--- src/rtl/spi_ctrl_defs.sv ---
// spi_ctrl_defs: register map, bit positions, FSM encoding and bus helpers
// shared by the SPI burst master and anything that talks to the controller.
package spi_ctrl_defs;

  localparam logic [31:0] A_SPCR = 32'h00;
  localparam logic [31:0] A_SPSR = 32'h04;
  localparam logic [31:0] A_SCDR = 32'h0C;
  localparam logic [31:0] A_SPDR = 32'h10;
  localparam logic [31:0] A_SDRR = 32'h14;

  localparam int SPCR_EN    = 6;
  localparam int SPCR_IE    = 7;
  localparam int SPCR_CPOL  = 3;
  localparam int SPCR_CPHA  = 2;
  localparam int SPCR_SS_LO = 8;

  localparam int SPSR_RXE = 0;
  localparam int SPSR_RXF = 1;
  localparam int SPSR_TXE = 2;
  localparam int SPSR_TXF = 3;

  typedef enum logic [3:0] {
    S_IDLE, S_CFG_DIV, S_CFG_CTRL, S_GAP, S_POLL_REQ, S_POLL_WAIT,
    S_PUSH, S_POP_REQ, S_POP_WAIT, S_RX_HOLD, S_DISABLE, S_DONE
  } state_t;

  typedef struct packed {
    logic        cen;
    logic        wen;
    logic [31:0] addr;
    logic [31:0] wdata;
  } bus_t;

  // SPCR image; interrupts are never enabled and TCNT stays 0
  function automatic logic [31:0] spcr_val(logic en, logic [1:0] ss, logic cpol, logic cpha);
    logic [31:0] v;
    v = '0;
    v[SPCR_EN]             = en;
    v[SPCR_IE]             = 1'b0;
    v[SPCR_CPOL]           = cpol;
    v[SPCR_CPHA]           = cpha;
    v[SPCR_SS_LO +: 2]     = ss;
    return v;
  endfunction

  function automatic bus_t bus_wr(logic [31:0] a, logic [31:0] d);
    return '{cen: 1'b0, wen: 1'b0, addr: a, wdata: d};
  endfunction

  function automatic bus_t bus_rd(logic [31:0] a);
    return '{cen: 1'b0, wen: 1'b1, addr: a, wdata: 32'h0};
  endfunction

endpackage

--- src/rtl/spi_burst_master_if.sv ---
// spi_burst_master_if: command, byte streams, status and controller bus of
// the burst master. err exists only when SPI_BURST_TIMEOUT_EN is defined.
interface spi_burst_master_if;
  logic        cmd_valid, cmd_ready;
  logic [7:0]  cmd_len;
  logic [1:0]  cmd_ss;
  logic        cmd_cpol, cmd_cpha;
  logic [15:0] cmd_div;
  logic        tx_valid, tx_ready;
  logic [7:0]  tx_data;
  logic        rx_valid, rx_ready;
  logic [7:0]  rx_data;
  logic        done, busy;
`ifdef SPI_BURST_TIMEOUT_EN
  logic        err;
`endif
  logic        mst_cen, mst_wen;
  logic [31:0] mst_addr, mst_wdata, mst_rdata;

  modport master (
    input  cmd_valid, cmd_len, cmd_ss, cmd_cpol, cmd_cpha, cmd_div,
    output cmd_ready,
    input  tx_valid, tx_data,
    output tx_ready,
    output rx_valid, rx_data,
    input  rx_ready,
    output done, busy,
`ifdef SPI_BURST_TIMEOUT_EN
    output err,
`endif
    output mst_cen, mst_wen, mst_addr, mst_wdata,
    input  mst_rdata
  );

  modport slave (
    output cmd_valid, cmd_len, cmd_ss, cmd_cpol, cmd_cpha, cmd_div,
    input  cmd_ready,
    output tx_valid, tx_data,
    input  tx_ready,
    input  rx_valid, rx_data,
    output rx_ready,
    input  done, busy,
`ifdef SPI_BURST_TIMEOUT_EN
    input  err,
`endif
    input  mst_cen, mst_wen, mst_addr, mst_wdata,
    output mst_rdata
  );
endinterface

--- src/rtl/spi_burst_master.sv ---
// spi_burst_master: drives the SPI controller register port to run a burst
// of CMD_LEN bytes, feeding its Tx FIFO from the tx stream and draining its
// Rx FIFO into the rx stream. Define SPI_BURST_TIMEOUT_EN for a 16-bit
// no-progress watchdog that abandons the burst and pulses err with done.
module spi_burst_master
  import spi_ctrl_defs::*;
#(
  parameter int POLL_GAP     = 2,
  parameter int MAX_INFLIGHT = 4
) (
  input  logic               clk,
  input  logic               reset,
  spi_burst_master_if.master sif
);

  state_t     state;
  bus_t       mbus;
  logic [7:0] len, pushed, popped, gap_cnt, rx_data;
  logic [1:0] ss;
  logic       cpol, cpha, tx_ready, rx_valid, done;
  logic [8:0] inflight;
  logic       rx_empty, tx_full;
  logic       unused_rdata;

  // 9-bit difference so pushed-popped can never wrap
  assign inflight     = {1'b0, pushed} - {1'b0, popped};
  assign rx_empty     = sif.mst_rdata[SPSR_RXE];
  assign tx_full      = sif.mst_rdata[SPSR_TXF];
  assign unused_rdata = ^sif.mst_rdata[31:8];

  assign sif.cmd_ready = (state == S_IDLE);
  assign sif.busy      = (state != S_IDLE);
  assign sif.tx_ready  = tx_ready;
  assign sif.rx_valid  = rx_valid;
  assign sif.rx_data   = rx_data;
  assign sif.done      = done;
  assign sif.mst_cen   = mbus.cen;
  assign sif.mst_wen   = mbus.wen;
  assign sif.mst_addr  = mbus.addr;
  assign sif.mst_wdata = mbus.wdata;

`ifdef SPI_BURST_TIMEOUT_EN
  logic [15:0] wd;
  logic        abort, err, timeout;

  // only abandon from the waiting states so no bus write is cut short
  assign timeout = (wd == 16'hFFFF) &&
                   (state inside {S_GAP, S_POLL_REQ, S_POLL_WAIT, S_RX_HOLD});
  assign sif.err = err;

  // cycles since the last push or pop; saturates at all-ones
  always_ff @(posedge clk) begin
    if (reset)                                                        wd <= '0;
    else if (state == S_IDLE || state == S_PUSH || state == S_POP_WAIT) wd <= '0;
    else if (wd != 16'hFFFF)                                          wd <= wd + 16'd1;
  end
`endif

  // burst sequencer; bus outputs are loaded on entry to the state that owns the access
  always_ff @(posedge clk) begin
    if (reset) begin
      state    <= S_IDLE;
      mbus     <= '{cen: 1'b1, wen: 1'b1, addr: 32'h0, wdata: 32'h0};
      tx_ready <= 1'b0;
      rx_valid <= 1'b0;
      rx_data  <= '0;
      done     <= 1'b0;
      len      <= '0;
      pushed   <= '0;
      popped   <= '0;
      gap_cnt  <= '0;
      ss       <= '0;
      cpol     <= 1'b0;
      cpha     <= 1'b0;
`ifdef SPI_BURST_TIMEOUT_EN
      abort    <= 1'b0;
      err      <= 1'b0;
`endif
    end else begin
      mbus.cen <= 1'b1;
      mbus.wen <= 1'b1;
      tx_ready <= 1'b0;
      done     <= 1'b0;
`ifdef SPI_BURST_TIMEOUT_EN
      err      <= 1'b0;
`endif
      case (state)
        S_IDLE: if (sif.cmd_valid) begin
          len    <= sif.cmd_len;
          ss     <= sif.cmd_ss;
          cpol   <= sif.cmd_cpol;
          cpha   <= sif.cmd_cpha;
          pushed <= '0;
          popped <= '0;
`ifdef SPI_BURST_TIMEOUT_EN
          abort  <= 1'b0;
`endif
          if (sif.cmd_len == 8'd0) state <= S_DONE;
          else begin
            state <= S_CFG_DIV;
            mbus  <= bus_wr(A_SCDR, {16'h0, sif.cmd_div});
          end
        end
        S_CFG_DIV: begin
          state <= S_CFG_CTRL;
          mbus  <= bus_wr(A_SPCR, spcr_val(1'b1, ss, cpol, cpha));
        end
        S_CFG_CTRL: begin
          state   <= S_GAP;
          gap_cnt <= '0;
        end
        S_GAP: begin
          if (gap_cnt == 8'(POLL_GAP - 1)) begin
            state <= S_POLL_REQ;
            mbus  <= bus_rd(A_SPSR);
          end else gap_cnt <= gap_cnt + 8'd1;
        end
        S_POLL_REQ: state <= S_POLL_WAIT;
        S_POLL_WAIT: begin
          if (!rx_empty && popped < len) begin
            state <= S_POP_REQ;
            mbus  <= bus_rd(A_SDRR);
          end else if (pushed < len && sif.tx_valid && !tx_full &&
                       inflight < 9'(MAX_INFLIGHT)) begin
            state    <= S_PUSH;
            tx_ready <= 1'b1;
            mbus     <= bus_wr(A_SPDR, {24'h0, sif.tx_data});
          end else if (popped == len) begin
            state <= S_DISABLE;
            mbus  <= bus_wr(A_SPCR, spcr_val(1'b0, ss, cpol, cpha));
          end else begin
            state <= S_POLL_REQ;
            mbus  <= bus_rd(A_SPSR);
          end
        end
        S_PUSH: begin
          pushed  <= pushed + 8'd1;
          state   <= S_GAP;
          gap_cnt <= '0;
        end
        S_POP_REQ: state <= S_POP_WAIT;
        S_POP_WAIT: begin
          rx_data  <= sif.mst_rdata[7:0];
          rx_valid <= 1'b1;
          popped   <= popped + 8'd1;
          state    <= S_RX_HOLD;
        end
        S_RX_HOLD: if (sif.rx_ready) begin
          rx_valid <= 1'b0;
          state    <= S_GAP;
          gap_cnt  <= '0;
        end
        S_DISABLE: state <= S_DONE;
        S_DONE: begin
          done  <= 1'b1;
`ifdef SPI_BURST_TIMEOUT_EN
          err   <= abort;
`endif
          state <= S_IDLE;
        end
        default: state <= S_IDLE;
      endcase
`ifdef SPI_BURST_TIMEOUT_EN
      if (timeout) begin
        state    <= S_DISABLE;
        mbus     <= bus_wr(A_SPCR, spcr_val(1'b0, ss, cpol, cpha));
        tx_ready <= 1'b0;
        rx_valid <= 1'b0;
        abort    <= 1'b1;
      end
`endif
    end
  end

endmodule

--- src/flat_wrapper.sv ---
// flat-port wrapper written by rule: the top's interface ports become plain ports
module spi_burst_master_flat import spi_ctrl_defs::*;
#(
  parameter int POLL_GAP     = 2,
  parameter int MAX_INFLIGHT = 4
)
  (clk, reset, sif_cmd_valid, sif_cmd_len, sif_cmd_ss, sif_cmd_cpol, sif_cmd_cpha, sif_cmd_div, sif_cmd_ready, sif_tx_valid, sif_tx_data, sif_tx_ready, sif_rx_valid, sif_rx_data, sif_rx_ready, sif_done, sif_busy, sif_mst_cen, sif_mst_wen, sif_mst_addr, sif_mst_wdata, sif_mst_rdata);
  spi_burst_master_if sif_i ();
  input  logic clk;
  input  logic reset;
  input wire logic [$bits(sif_i.cmd_valid)-1:0] sif_cmd_valid;
  input wire logic [$bits(sif_i.cmd_len)-1:0] sif_cmd_len;
  input wire logic [$bits(sif_i.cmd_ss)-1:0] sif_cmd_ss;
  input wire logic [$bits(sif_i.cmd_cpol)-1:0] sif_cmd_cpol;
  input wire logic [$bits(sif_i.cmd_cpha)-1:0] sif_cmd_cpha;
  input wire logic [$bits(sif_i.cmd_div)-1:0] sif_cmd_div;
  output wire logic [$bits(sif_i.cmd_ready)-1:0] sif_cmd_ready;
  input wire logic [$bits(sif_i.tx_valid)-1:0] sif_tx_valid;
  input wire logic [$bits(sif_i.tx_data)-1:0] sif_tx_data;
  output wire logic [$bits(sif_i.tx_ready)-1:0] sif_tx_ready;
  output wire logic [$bits(sif_i.rx_valid)-1:0] sif_rx_valid;
  output wire logic [$bits(sif_i.rx_data)-1:0] sif_rx_data;
  input wire logic [$bits(sif_i.rx_ready)-1:0] sif_rx_ready;
  output wire logic [$bits(sif_i.done)-1:0] sif_done;
  output wire logic [$bits(sif_i.busy)-1:0] sif_busy;
  output wire logic [$bits(sif_i.mst_cen)-1:0] sif_mst_cen;
  output wire logic [$bits(sif_i.mst_wen)-1:0] sif_mst_wen;
  output wire logic [$bits(sif_i.mst_addr)-1:0] sif_mst_addr;
  output wire logic [$bits(sif_i.mst_wdata)-1:0] sif_mst_wdata;
  input wire logic [$bits(sif_i.mst_rdata)-1:0] sif_mst_rdata;
  assign sif_i.cmd_valid = sif_cmd_valid;
  assign sif_i.cmd_len = sif_cmd_len;
  assign sif_i.cmd_ss = sif_cmd_ss;
  assign sif_i.cmd_cpol = sif_cmd_cpol;
  assign sif_i.cmd_cpha = sif_cmd_cpha;
  assign sif_i.cmd_div = sif_cmd_div;
  assign sif_cmd_ready = sif_i.cmd_ready;
  assign sif_i.tx_valid = sif_tx_valid;
  assign sif_i.tx_data = sif_tx_data;
  assign sif_tx_ready = sif_i.tx_ready;
  assign sif_rx_valid = sif_i.rx_valid;
  assign sif_rx_data = sif_i.rx_data;
  assign sif_i.rx_ready = sif_rx_ready;
  assign sif_done = sif_i.done;
  assign sif_busy = sif_i.busy;
  assign sif_mst_cen = sif_i.mst_cen;
  assign sif_mst_wen = sif_i.mst_wen;
  assign sif_mst_addr = sif_i.mst_addr;
  assign sif_mst_wdata = sif_i.mst_wdata;
  assign sif_i.mst_rdata = sif_mst_rdata;
  spi_burst_master #(.POLL_GAP(POLL_GAP), .MAX_INFLIGHT(MAX_INFLIGHT)) u_core (.clk(clk), .reset(reset), .sif(sif_i));
endmodule
--- config.mk ---
export PLATFORM = sky130hd
export DESIGN_NAME = spi_burst_master_flat
export DESIGN_NICKNAME = d
export VERILOG_FILES = /design/src/rtl/spi_ctrl_defs.sv /design/src/rtl/spi_burst_master_if.sv /design/src/rtl/spi_burst_master.sv /design/src/flat_wrapper.sv
export SDC_FILE = /design/constraint.sdc
export NUM_CORES = 1
export LEC_CHECK = 0
export ABC_CLOCK_PERIOD_IN_PS = 3800
export BUFFER_PORTS_ARGS = -buffer_cell sky130_fd_sc_hd__buf_2
export CAP_MARGIN = 20
export CORE_ASPECT_RATIO = 0.8
export CORE_MARGIN = 8
export CORE_UTILIZATION = 45
export DETAILED_ROUTE_END_ITERATION = 7
export MAX_ROUTING_LAYER = met4
export PLACE_DENSITY = 0.83
export SETUP_SLACK_MARGIN = 0.02
export SYNTH_ARGS = -nofsm -noshare
export SYNTH_HDL_FRONTEND = slang
export SYNTH_SLANG_ARGS = --single-unit
--- constraint.sdc ---
create_clock -name clk -period 3.8 [get_ports clk]
set_input_delay 0.76 -clock clk [delete_from_list [all_inputs] [get_ports clk]]
set_output_delay 0.76 -clock clk [all_outputs]
set_load 0.05 [all_outputs]
## Yosys cells after proc, flatten, opt, wreduce, memory -nomap -nowiden

Index checks and enable logic that the tools add are counted.

- Input port bits: 73
- Bits in registers: 117

- Magnitude comparators: 3
- Reductions and logical operators: 23
- Bitwise logic cells: 1
- Multiplexer cells: 25
- Add/sub/neg operators: 4
- Eq/ne operators: 18

Operator list:

| operator | count |
|---|---|
| 66-bit 2-to-1 mux | 5 |
| 66-bit one-hot mux with 4 select lines | 1 |
| 65-bit 2-to-1 mux | 1 |
| 4-bit one-hot mux with 10 select lines | 1 |
| 8-bit one-hot mux with 2 select lines | 2 |
| 4-bit 2-to-1 mux | 7 |
| 8-bit by 1-bit adder with 8-bit output, second input constant | 3 |
| 8-bit 2-to-1 mux | 3 |
| 8-bit one-hot mux with 3 select lines | 1 |
| 4-bit by 3-bit equality test with 1-bit output, second input constant | 4 |
| 4-bit equality test, second input constant | 4 |
| 8-bit < comparator | 2 |
| 9-bit by 3-bit < comparator with 1-bit output, second input constant | 1 |
| 8-bit by 8-bit subtractor with 9-bit output | 1 |
| 4-bit by 2-bit equality test with 1-bit output, second input constant | 2 |
| 8-bit by 1-bit equality test with 1-bit output, second input constant | 1 |
| 8-bit equality test | 1 |
| 8-bit zero test | 1 |
| 2-bit inequality test, second input constant | 4 |
| 2-bit AND reduction | 4 |
| 4-bit nonzero test | 2 |
| 3-bit AND reduction | 2 |
| 2-bit nonzero test | 3 |
| 4-bit by 1-bit equality test with 1-bit output, second input constant | 1 |
| other kinds (11) | 17 |

## Logic depth before layout (Yosys ltp)

- Depth in word-level cells: 7
- Depth in mapped cells: 11
- Depth with buffers taken out: 9

## Worst setup path after synthesis

No wires, ideal clock.

- Path kind: input to register
- Start: input port sif_cmd_len[0]
- End: register u_core.mbus (netlist bit u_core.sif.mst_addr[2])
- Buffers on the path: 1
- Setup time: 0.086 ns
- Setup slack: 1.477 ns
- Data required time: 3.714 ns
- Data arrival time: 2.237 ns
- Stages: 8
- Cells stage by stage: or4_1 > o211ai_1 > a21o_1 > nand2b_1 > buf_6 > o21ai_2 > and3_1 > a221oi_2

- Cells in the longest elaborated chain, start to end: 3

RTL lines:

| item | RTL line | RTL |
|---|---|---|
| start: declaration | flat_wrapper.sv:12 | `input wire logic [$bits(sif_i.cmd_len)-1:0] sif_cmd_len;` |
| 8-bit zero test | spi_burst_master.sv:98 | `if (sif.cmd_len == 8'd0) state <= S_DONE;` |
| 2-bit inequality test (no line) | -- |  |
| 4-bit AND reduction (no line) | -- |  |
| end signal: assignment | spi_burst_master.sv:101 | `mbus <= bus_wr(A_SCDR, {16'h0, sif.cmd_div});` |
| end signal: assignment | spi_burst_master.sv:106 | `mbus <= bus_wr(A_SPCR, spcr_val(1'b1, ss, cpol, cpha));` |
| end signal: assignment | spi_burst_master.sv:115 | `mbus <= bus_rd(A_SPSR);` |
| end: declaration | spi_burst_master.sv:17 | `bus_t mbus;` |

Every way passes these cells.
A chain may end at the register's enable or synchronous reset.

## Final worst setup path

- Start: register u_core.popped[2]
- End: register u_core.mbus (netlist bit u_core.sif.mst_wdata[0])

- Cells in the longest elaborated chain, start to end: 6
- Elaborated cells between the ends (all ways): 8
- Classes of those cells: add/sub: 1; order compare: 2; mux: 3; reduce/logical: 2

RTL lines:

| item | RTL line | RTL |
|---|---|---|
| start: declaration | spi_burst_master.sv:18 | `logic [7:0] len, pushed, popped, gap_cnt, rx_data;` |
| start signal: assignment | spi_burst_master.sv:145 | `popped <= popped + 8'd1;` |
| 8-bit by 8-bit subtractor with 9-bit output | spi_burst_master.sv:26 | `assign inflight = {1'b0, pushed} - {1'b0, popped};` |
| 9-bit by 3-bit < comparator with 1-bit output | spi_burst_master.sv:124 | `inflight < 9'(MAX_INFLIGHT)) begin` |
| 1-bit logical AND | spi_burst_master.sv:123 | `end else if (pushed < len && sif.tx_valid && !tx_full &&` |
| 66-bit 2-to-1 mux | spi_burst_master.sv:123 |  |
| 66-bit 2-to-1 mux (*) | spi_burst_master.sv:120 | `if (!rx_empty && popped < len) begin` |
| 66-bit one-hot mux with 4 select lines (*) | spi_burst_master.sv:87 | `case (state)` |
| end signal: assignment | spi_burst_master.sv:122 | `mbus <= bus_rd(A_SDRR);` |
| end signal: assignment | spi_burst_master.sv:127 | `mbus <= bus_wr(A_SPDR, {24'h0, sif.tx_data});` |
| end signal: assignment | spi_burst_master.sv:130 | `mbus <= bus_wr(A_SPCR, spcr_val(1'b0, ss, cpol, cpha));` |

Every way passes the cells marked *; elsewhere a longest branch is shown, timed or not.

==> metrics <==
largest net degree at the start of global routing=59; Critical Path Start=u_core.popped[2]$_SDFFE_PP0P_; data arrival time of the critical path=~3.1 ns; Worst Path Required=4.05 ns; asr flop ratio synth=0%; Final #Nets=between 700 and 800; Core Util, Final=about 53%; pwr/cell area=between 400 and 500 nW/um^2; Longest Clk Path Bufs=2; min-delay src=u_core.cpol$_SDFFE_PP0P_; clock root cell=clkbuf_16; Crit Path Category=flip-flop to flip-flop; Final Power=2.26 mW; worst hold path depth=2; Max FO, Critical Path=11; Port Buffer Count=82; Syn. warnings=0; num rows=31; ant diodes=0; antenna-violating nets left=0; hold slack=0.458 ns; Post-CTS Setup Bufs=0; CTS tree=yes; DPL Wire Length=8670 um; fin crit period=about 2.8 ns; outcome=completed; H-tree Lvls=3; Setup TNS=0 ns; EDFF count, synth=0; clk sink count=72; hold buffer count at CTS=0; Core Footprint=between 9000 and 10000 um^2; area grow syn2layout=14.3%; grt ovf=0; Peak VDD IR=0.369 mV; total CTS buffers=9; PostCTS Resize Cnt=0; skew final=approximately 0.0068 ns; worst reg-to-reg setup slack=1.0 ns; register bit total from synthesis=72; routed wire length per instance=around 16 um; Initial Utilization=a little under half; drt initial violations=approximately 430; most common cell after layout, fill and taps aside=buf_2; placed cell areas=4580 um^2; syn avg cell area=between 7 and 8 um^2; CP Capture Type=flip-flop; depth of the worst register-to-register path=9; Vias=~4000; Cells after Synth=approximately 540; gpl congestion=just over 0.9; gr usage total=18.2%; clock latency on the worst-skew pair=0.34 ns; Max Freq=about 360 MHz; number of max-cap violations=0; sequential-to-total area share from yosys stat=approximately 34%; DRC viols=0; Hold Crit Endpoint=u_core.cpol$_SDFFE_PP0P_; R2R Path End=u_core.sif.mst_wdata[0]$_SDFFE_PP0P_; DIE AREA=roughly 13000 um^2; commonest non-fill, non-tap cells in the layout=buf_2 (82), nand2_1 (72), dfxtp_1 (72); prevailing post-synth register cell=dfxtp_1; origin of the critical flop-to-flop path=u_core.popped[2]$_SDFFE_PP0P_; cell area after layout=4860 um^2; RSZ-0062 raised after global routing=no; first-pass GRT wire length=approximately 19000 um; initial antenna violation count=0; vias per cell=5.55; Hold Path Class=flip-flop to flip-flop; Die X=125 um; post-synthesis cell area=4260 um^2; clock slew at reported path FFs=0.06 ns; Leak Pwr=between 2 and 2.5 nW; routed wire length=roughly 12000 um; Yosys cell types=62; vias in the first global route=3960; Die Ht=103 um; final hold vios=0; Slew Limit Headroom=29.3%; Setup-failing EPs final=0; io pins=approximately 150; crit start category=flip-flop; crit share post-route=between 70% and 80%; Initial DRT Pass Iterations=5; worst-margin pin slew=roughly 1.1 ns; share of cells above drive strength 1=about a fifth; Slew Viols, Final=0
-- per-stage QoR --
| stage | setup slack (ns) | instances |
|---|---|---|
| 2_1_floorplan | 1.48 | 580 |
| 3_3_place_gp | 1.03 | 716 |
| 3_5_place_dp | 0.957 | 716 |
| 4_1_cts | 1.01 | 732 |
| 5_1_grt | 0.711 | 732 |
| 6_report | 0.998 | 732 |
-- report_power, final --
| group | internal (mW) | switching, mW | leakage (nW) | total (mW) |
|---|---|---|---|---|
| logic | 0.157 | 0.443 | 1.41 | 0.601 |
| registers | 0.801 | 0.0402 | 0.586 | 0.842 |
| clock network | 0.466 | 0.349 | 0.136 | 0.815 |
| total | 1.42 | 0.832 | 2.13 | 2.26 |
-- worst max-delay path, stage by stage, from the launching register on --
cell and delay (ns):
dfxtp_1 0.45, inv_1 0.14, ha_1 0.37, a21oi_1 0.21, o21ai_2 0.11, a21oi_1 0.19, mux2i_1 0.26, nand4_2 0.32
nor3_2 0.49, o2bb2ai_1 0.19
-- routing by layer --
metal | share of wire [%] | track usage (%) | wire (um)
met1 | 45 | 22.6 | 5220
met2 | 44 | 27.5 | 5080
met3 | 8.6 | 5.04 | 993
met4 | 1.9 | 7.94 | 222
met5 | 0 | - | 0
-- cells by family (layout without fill, tap and decap cells) --
logic type	count (synthesis)	in the layout	synth area share [%]
DFF	72	72	33.9
muxes	6	6	1.50
other	1	45	0.0881
adders and majority gates	26	26	7.64
AOI/OAI and AO/OA	134	134	20.6
xor gates and xnor gates	10	10	2.06
and+or+nand+nor	185	185	20.7
buffers and inverters	102	139	13.5
-- synth_stat cells (3+ instances only) --
cell type  number  area (um^2)
nand3_1        16         80.1
nor2_1         42          158
nand4_1        11         68.8
clkbuf_1       14         52.6
o21ai_2         3         26.3
a22oi_1        13         97.6
a31oi_1         3         18.8
a211oi_1        4         30.0
dfxtp_1        72         1440
nor3_1         10         50.1
nand2_1        72          270
and3_1          6         37.5
xor2_1          8         70.1
o211ai_1        3         22.5
o22ai_1         3         18.8
ha_1           26          325
buf_2           3         15.0
a21o_1          3         22.5
mux2i_1         3         30.0
o2bb2ai_1       5         43.8
buf_4          46          345
nor2b_1         5         31.3
a21oi_1        59          295
inv_1          36          135
nand2b_1        7         43.8
o21ai_0        15         75.1
-- worst max-delay path by stage --
stage,slack (ns),end,cells past startpoint
after floorplan,1.48,u_core.sif.mst_addr[2]$_SDFFE_PP0P_,8
after CTS,1.01,u_core.sif.mst_addr[2]$_SDFFE_PP0P_,6
after global routing,0.71,u_core.sif.mst_addr[2]$_SDFFE_PP0P_,6
after global placement,1.03,u_core.sif.mst_wdata[3]$_SDFFE_PP0P_,9
final,1.0,u_core.sif.mst_wdata[0]$_SDFFE_PP0P_,9
after detailed placement,0.96,u_core.sif.mst_wdata[0]$_SDFFE_PP0P_,8
-- layout make-up --
| class | instances | area, um^2 |
|---|---|---|
| clock buffer | 10 | 239 |
| clock inverter | 6 | 50.0 |
| fill | 836 | 4250 |
| inverter | 36 | 135 |
| multi-input combinational | 406 | 2410 |
| sequential | 72 | 1440 |
| tap | 115 | 144 |
| timing repair buffer | 87 | 448 |
-- flip-flops by register name, summed over array words and instances (netlist names), 2 cells and up --
register	flops
u_core.sif.mst_wdata	16
u_core.gap_cnt	8
u_core.len	8
u_core.popped	8
u_core.pushed	8
u_core.sif.rx_data	8
u_core.state	4
u_core.sif.mst_addr	3
u_core.ss	2
Note: power is estimated with default switching activity, not from simulation.
